==> src/rtl/flop_fifo.sv <==
// flop_fifo: flip-flop based synchronous FIFO with first-word-fall-through
// head output. Sits in front of an enabled register stage whose enable is
// the same rd_en that pops this FIFO.

// One storage entry: a WIDTH-bit register loaded when its write strobe fires.
module flop_fifo_entry #(
  parameter int WIDTH = 32
) (
  input  logic             clk,
  input  logic             reset,
  input  logic             we,
  input  logic [WIDTH-1:0] d,
  output logic [WIDTH-1:0] q
);

  // Entry clears on reset so dout reads 0 straight out of reset.
  always_ff @(posedge clk or negedge reset) begin
    if (!reset)  q <= '0;
    else if (we) q <= d;
  end

endmodule

module flop_fifo #(
  parameter int WIDTH = 32,
  parameter int DEPTH = 4
) (
  input  logic                     clk,
  input  logic                     reset,
  input  logic                     wr_en,
  input  logic [WIDTH-1:0]         din,
  output logic                     full,
  input  logic                     rd_en,
  output logic [WIDTH-1:0]         dout,
  output logic                     empty,
  output logic [$clog2(DEPTH):0]   count,
  output logic                     overflow,
  output logic                     underflow
);

  localparam int AW = $clog2(DEPTH);
  localparam int CW = AW + 1;

  logic [DEPTH-1:0][WIDTH-1:0] mem;
  logic [AW-1:0]               wp, rp;
  logic                        push, pop;

  // Acceptance uses pre-edge flags; no pass-through when full or empty.
  assign push  = wr_en & ~full;
  assign pop   = rd_en & ~empty;

  assign full  = (count == CW'(DEPTH));
  assign empty = (count == '0);
  assign dout  = mem[rp];

  // Storage array: one entry per slot, written only at the write pointer.
  for (genvar g = 0; g < DEPTH; g++) begin : g_ent
    flop_fifo_entry #(.WIDTH(WIDTH)) u_ent (
      .clk   (clk),
      .reset (reset),
      .we    (push && (wp == AW'(g))),
      .d     (din),
      .q     (mem[g])
    );
  end

  // Pointers wrap naturally at DEPTH (power of two).
  always_ff @(posedge clk or negedge reset) begin
    if (!reset) begin
      wp <= '0;
      rp <= '0;
    end else begin
      if (push) wp <= wp + AW'(1);
      if (pop)  rp <= rp + AW'(1);
    end
  end

  // Occupancy: simultaneous push and pop leave it unchanged.
  always_ff @(posedge clk or negedge reset) begin
    if (!reset) count <= '0;
    else begin
      case ({push, pop})
        2'b10:   count <= count + CW'(1);
        2'b01:   count <= count - CW'(1);
        default: count <= count;
      endcase
    end
  end

  // Sticky error flags: a rejected push or pop latches until reset.
  always_ff @(posedge clk or negedge reset) begin
    if (!reset) begin
      overflow  <= 1'b0;
      underflow <= 1'b0;
    end else begin
      if (wr_en && full)  overflow  <= 1'b1;
      if (rd_en && empty) underflow <= 1'b1;
    end
  end

endmodule

==> config.mk <==
export PLATFORM = sky130hd
export DESIGN_NAME = flop_fifo
export DESIGN_NICKNAME = d
export VERILOG_FILES = /design/src/rtl/flop_fifo.sv
export SDC_FILE = /design/constraint.sdc
export NUM_CORES = 1
export LEC_CHECK = 0
export ABC_AREA = 0
export CORE_UTILIZATION = 60
export DETAILED_ROUTE_END_ITERATION = 16
export DONT_BUFFER_PORTS = 1
export GPL_TIMING_DRIVEN = 0
export PLACE_DENSITY = 0.76
export SLEW_MARGIN = 20
export SYNTH_ARGS = -nofsm -noshare
export SYNTH_HDL_FRONTEND = slang
export SYNTH_SLANG_ARGS = --single-unit
==> constraint.sdc <==
create_clock -name clk -period 4.5 [get_ports clk]
set_input_delay 0.9 -clock clk [delete_from_list [all_inputs] [get_ports clk]]
set_output_delay 0.9 -clock clk [all_outputs]
set_load 0.02 [all_outputs]
# ---- Word-level counts from Yosys, hierarchy flattened
# Cells that the tools add are included.
dict set report totals {
  regBits 137
  latch_bits 0
  mem_bits_rw 0
  mem_bits_ro 0
  wordCells 36
  n_memories 0
}
dict set report op_classes {
  n_addsub 4
  mul 0
  div 0
  order_cmp 1
  eq_ne 6
  shifts 0
  n_mux 3
  n_bitwise 4
  reduce_logical 9
}
# operator count
set op_table {}
lappend op_table {{$bmux W32 S2} 1}
lappend op_table {{$mux W32} 1}
lappend op_table {{$eq A2 B2 Y1 const B} 3}
lappend op_table {{$logic_and A1 B1 Y1} 6}
lappend op_table {{$pmux W3 S2} 1}
lappend op_table {{$add A2 B1 Y2 const B} 2}
lappend op_table {{$eq A2 B1 Y1 const B} 2}
lappend op_table {{$add A3 B1 Y3 const B} 1}
lappend op_table {{$eq A3 B3 Y1 const B} 1}
lappend op_table {{$logic_not A3 Y1} 1}
lappend op_table {{$lt A2 B3 Y1 const B} 1}
lappend op_table {{$sub A3 B1 Y3 const B} 1}
lappend op_table {{$and A1 B1 Y1} 2}
lappend op_table {{$logic_not A2 Y1} 1}
lappend op_table {{$not A1 Y1} 2}
lappend op_table {{$reduce_bool A2 Y1} 1}

# ---- Longest topological paths before layout
# Gate-level depths: netlist of run 1.
dict set report logic_depth {
  depth_word 5
  depth_mapped 8
  ltp_nobuf 8
}

# ---- By module
# From an unflattened synthesis of run 1, not the netlist that was laid out.
dict set report hier_totals {
  cells_unflattened 353
  area_unflattened_um2 6707.7
}
# mod instances cells_each area_each_um2 seq_area_each_um2
set by_module_without_submodules {}
lappend by_module_without_submodules {flop_fifo_entry 4 68 1345.0 800.8}
lappend by_module_without_submodules {flop_fifo 1 81 1327.5 225.2}

# ---- Worst setup path before layout of run 1
# No wires, ideal clock.
dict set report synth_path {
  path_kind {register to register}
  start {register count[2]}
  end {register count[2]}
  arrival_time_ns 2.255
  t_required_ns 4.420
  path_slack_ns 2.165
  path_stages_with_launch 9
  period_less_slack_ns 2.335
  path_cell_list {dfrtp_1 nor3b_2 nand2b_1 ha_1 inv_1 fa_1 xor2_1 nor2_1 xor2_1}
}
dict set report synth_via {
  elab_chain_len 5
  word_cells_on_any_way 12
  classes_between {2 x add/sub; 3 x eq/ne; 1 x mux; 4 x bitwise; 2 x reduce/logical}
}
# element line_no
set synth_rtl {}
lappend synth_rtl {{start, declared} 36} ;# output logic [$clog2(DEPTH):0] count,
lappend synth_rtl {{start signal, assigned} 83} ;# 2'b10: count <= count + CW'(1);
lappend synth_rtl {{start signal, assigned} 84} ;# 2'b01: count <= count - CW'(1);
lappend synth_rtl {{start signal, assigned} 85} ;# default: count <= count;
lappend synth_rtl {{$eq A3 B3 Y1 *} 52} ;# assign full = (count == CW'(DEPTH));
lappend synth_rtl {{via full} 32} ;# output logic full,
lappend synth_rtl {{$not A1 Y1 *} 49} ;# assign push = wr_en & ~full;
lappend synth_rtl {{$and A1 B1 Y1 *} 49}
lappend synth_rtl {{$eq A2 B1 Y1 or $eq A2 B2 Y1 (tied branches)} 82} ;# case ({push, pop})
lappend synth_rtl {{$pmux W3 S2 or $reduce_bool A2 Y1 (tied branches)} -}
# Mark *: on every way through the listed nets, which the timed path passes. The rest lies on a longest branch.
# A chain may end at the register's enable or synchronous reset.

# ---- Worst setup path in the final report of run 1
dict set report layout_path {
  start {register rp[1]}
  end {output port dout[13]}
}
dict set report layout_via {
  elab_chain_len 2
}
# element line_no
set layout_rtl {}
lappend layout_rtl {{start, declared} 45} ;# logic [AW-1:0] wp, rp;
lappend layout_rtl {{start signal, assigned} 74} ;# if (pop) rp <= rp + AW'(1);
lappend layout_rtl {{$bmux W32 S2} 54} ;# assign dout = mem[rp];
lappend layout_rtl {{$mux W32 (not written as such)} 54}
lappend layout_rtl {{end, declared} 34} ;# output logic [WIDTH-1:0] dout,
# No other way between the ends. The select of a mux whose other input is x is not followed.

==> results of run 1 <==
## kinds of logic (layout without fill, tap and decap cells)
kind of cell,after synthesis,in the layout
muxes,162,162
DFF,137,137
buffers and inverters,25,57
and+or+nand+nor,13,13
adders and majority gates,6,6
xor gates and xnor gates,6,6
AOI/OAI and AO/OA,3,3
## power by group
group	internal, mW	switching, mW
sequential	1.87	0.347
combinational	1.17	1.10
clock	1.03	0.513
total	4.08	1.96
## metrics by stage
| step | util (%) | hold slack (ns) | area, µm² | cells | setup slack (ns) |
|---|---|---|---|---|---|
| after global placement | 63.1 | 0.483 | 6140 | 485 | 1.85 |
| after floorplan | - | 0.475 | 5980 | 352 | 2.16 |
| after detailed placement | 63.1 | 0.491 | 6140 | 485 | 1.86 |
| after CTS | 70.0 | 0.0530 | 6810 | 517 | 1.28 |
| final | 70.0 | 0.0681 | 6810 | 517 | 1.34 |
| after global routing | 70.0 | 0.0460 | 6810 | 517 | 1.22 |
## metal layers
| layer | vias up | part of all wire [%] | GRT usage (%) |
|---|---|---|---|
| met4 | 0 | 2.4 | 10.7 |
| met3 | 19 | 5.2 | 7.32 |
| met1 | 1649 | 43 | 30.1 |
| met2 | 61 | 49 | 35.6 |
| met5 | - | 0 | 0 |
| li1 | 1331 | - | - |
## registers in the layout (all words and copies together) (netlist names)
register / flops
wp: 2
overflow: 1
count: 3
underflow: 1
rp: 2
g_ent.u_ent.q: 128
## synth_stat cells
library cell / instances
clkbuf_1: 4
nor3_1: 1
inv_1: 5
mux2i_1: 1
mux4_2: 32
buf_4: 12
o31a_1: 1
mux2_2: 129
nand2b_1: 1
xnor2_1: 3
nor2_1: 5
fa_1: 1
nand2_1: 5
xor2_1: 3
dfrtp_1: 137
buf_2: 4
ha_1: 5
nor3b_2: 1
a21o_1: 2
## layout make-up
type | instances | area, µm²
plain buffers | 20 | 125
well taps | 133 | 166
clock buffers | 22 | 483
inverters | 5 | 18.8
fillers | 665 | 2920
multi-input cells | 190 | 2400
clock inverters | 10 | 185
flip-flops and latches | 137 | 3430
## worst max-delay path: stages (launching register included)
cell and delay, ns:
dfrtp_1 0.32, clkbuf_1 0.35, clkbuf_1 0.57, mux4_2 0.49
## worst min-delay path by stage
| stage | startpoint | to |
|---|---|---|
| after global placement | g_ent[2].u_ent.q[8]$_DFFE_PN0P_ | g_ent[2].u_ent.q[8]$_DFFE_PN0P_ |
| after detailed placement | g_ent[3].u_ent.q[3]$_DFFE_PN0P_ | g_ent[3].u_ent.q[3]$_DFFE_PN0P_ |
| final | reset | g_ent[0].u_ent.q[28]$_DFFE_PN0P_ |
| after global routing | reset | g_ent[0].u_ent.q[28]$_DFFE_PN0P_ |
| after CTS | reset | g_ent[0].u_ent.q[28]$_DFFE_PN0P_ |
| after floorplan | g_ent[2].u_ent.q[10]$_DFFE_PN0P_ | g_ent[2].u_ent.q[10]$_DFFE_PN0P_ |
## cell usage in the layout (no fill, tap or decap), types with 5 or more instances in the layout
cell and count:
dfrtp_1 137, mux2_2 129, mux4_2 32, clkbuf_16 16, buf_4 12, clkbuf_8 6
inv_1 5, nand2_1 5, nor2_1 5, ha_1 5, bufinv_16 5
==> implementation parameters, run 1 <==
Parameter                              Value

Timing
  Setup_tns    0 ns
  Finish-stage setup viols    0
  Count of endpoints failing hold in the final timing report    0
  Achievable frequency    roughly 320 MHz
  Minimum clock period after layout    around 3.2 ns
  Setup Skew    0.00654 ns
  Unrepaired setup endpoints after global routing    no
  Rel. slew slack    ~48%
  Worst-Margin Slew    a little under 0.8 ns
  Slew Limit Fails    0
  Post-route clock period utilization    roughly 70%

Synth
  Total standard cell area after synthesis    between 5000 and 6000 µm²
  Simple-gate portion of the synthesized area    between 1 and 1.5%
  Yosys top cell area share    between 50% and 60%
  Post-synthesis mux area share    about 37%
  Number of distinct library cells after synthesis    19
  Synthesized-area fraction occupied by xor and xnor cells    less than 1%
  Cell type contributing the most total cell area after synthesis    dfrtp_1
  Number of instances in the synthesized netlist    around 350
  YS warnings    0
  Net count of the mapped netlist    roughly 400
  Main combinational cell family by area after synthesis    multiplexers
  Proportion of synthesized chip area in sequential cells    57.4%
  Mapped Avg Cell Area    roughly 17 µm²
  Compound-cell area share of the yosys netlist    less than 1%
  Ranking of synthesized cells by area    dfrtp_1 57%, mux2_2 24%, mux4_2 12%, buf_4 1.5%, ha_1 1.0%
  Post-synthesis adder-cell area fraction    approximately 1.4%
  Number of synthesized register bits    137

GRT
  Remaining global-route overflow    0
  Total global-route track usage    between 20% and 30%
  Number of antenna violations at the first check in global routing    0
  Number of global-route vias before repair    3309
  Wire length of the first global-routing pass    between 15000 and 20000 µm
  Largest net degree at the start of global routing    ~140

Critical path
  Required time worst endpoint    3.60 ns
  Worst reg2reg endpoint    count[2]$_DFFE_PN0P_
  Kind of end point of the critical path    output pin
  Crit path to    dout[13]
  Arrival time reported for the critical path endpoint    approximately 2.3 ns
  Type of element launching the critical path    flop
  Slack of the worst reg-to-reg path    around 1.9 ns
  Start point of the critical path    rp[1]$_DFFE_PN0P_
  Worst Reg2Reg Path Length in Cells    8
  Kind of critical path    reg2out
  Critical register-to-register path startpoint    count[2]$_DFFE_PN0P_
  Worst-path maximum fanout    10

Detailed routing
  Remaining routing DRC violations    0
  Drt wl/cell    20.7 µm
  Pre-antenna DRT Iters    4
  Drt total wl    roughly 11000 µm
  Number of vias after detailed routing    slightly above 3000
  Routed via count divided by cell count    between 5 and 6
  Antenna-violating nets left    0
  Detailed Route Iter0 Violations    54

Clock tree
  Clock insertion delay at the later pin of the skew report    about 0.52 ns
  Number of buffers added for setup after CTS    0
  TritonCTS clock tree    yes
  Clock sinks    roughly 140
  H-tree levels    4
  Post-cts gate resize count    0
  Cell at the root of the clock tree    clkbuf_8
  Clock Path Buffers    2
  Clock edge transition at the registers on the reported setup and hold paths    about 0.06 ns
  Number of CTS-inserted buffers    17
  Hold-fix buffers at CTS    0

Pwr
  Peak supply drop    0.398 mV
  Cell Pwr Density    886 nW/µm²
  Power, Total    6.04 mW
  Leak Pwr    2.86 nW

Die
  Initial Util    between 60 and 70%
  Count of standard-cell rows    36
  Floorplan core area    9730 µm²
  X dimension of the die    about 100 µm
  Num ports    75
  Die area    about 10000 µm²
  Die H    about 100 µm

Placement
  Port Buffer Count    0
  Post-detailed-placement half-perimeter wirelength    6870 µm
  Gpl congestion    around 0.70

Job
  Number of violations of the max-capacitance limit    0

Min path
  Type of the worst min-delay path    in2async

Run status
  Run status    finished clean

Final layout
  Synthesis-to-layout area growth    14.0%
  Layout cells sized above 1    a little over half
  Number of antenna repair diodes    0
  Post-layout nets    413
No activity file was read; power rests on OpenSTA's default activity.
==> run 2, diff against run 1 <==
- clock period: 4.5 -> 3.2 ns (I/O delays scaled with it)
==> results of run 2 <==
The final DEF is identical to that of run 1. Status: finished with violations: negative hold slack.
Among the figures that moved: setup slack after placement 1.86 ns -> 0.606 ns; setup slack after layout 1.34 ns -> 0.300 ns; hold slack 0.0681 ns -> -0.192 ns; number of hold violations in the final report 0 -> 137; register-to-register setup slack 1.90 ns -> 0.60 ns; total power 6.04 mW -> 8.49 mW; worst IR drop on VDD 0.398 mV -> 0.559 mV
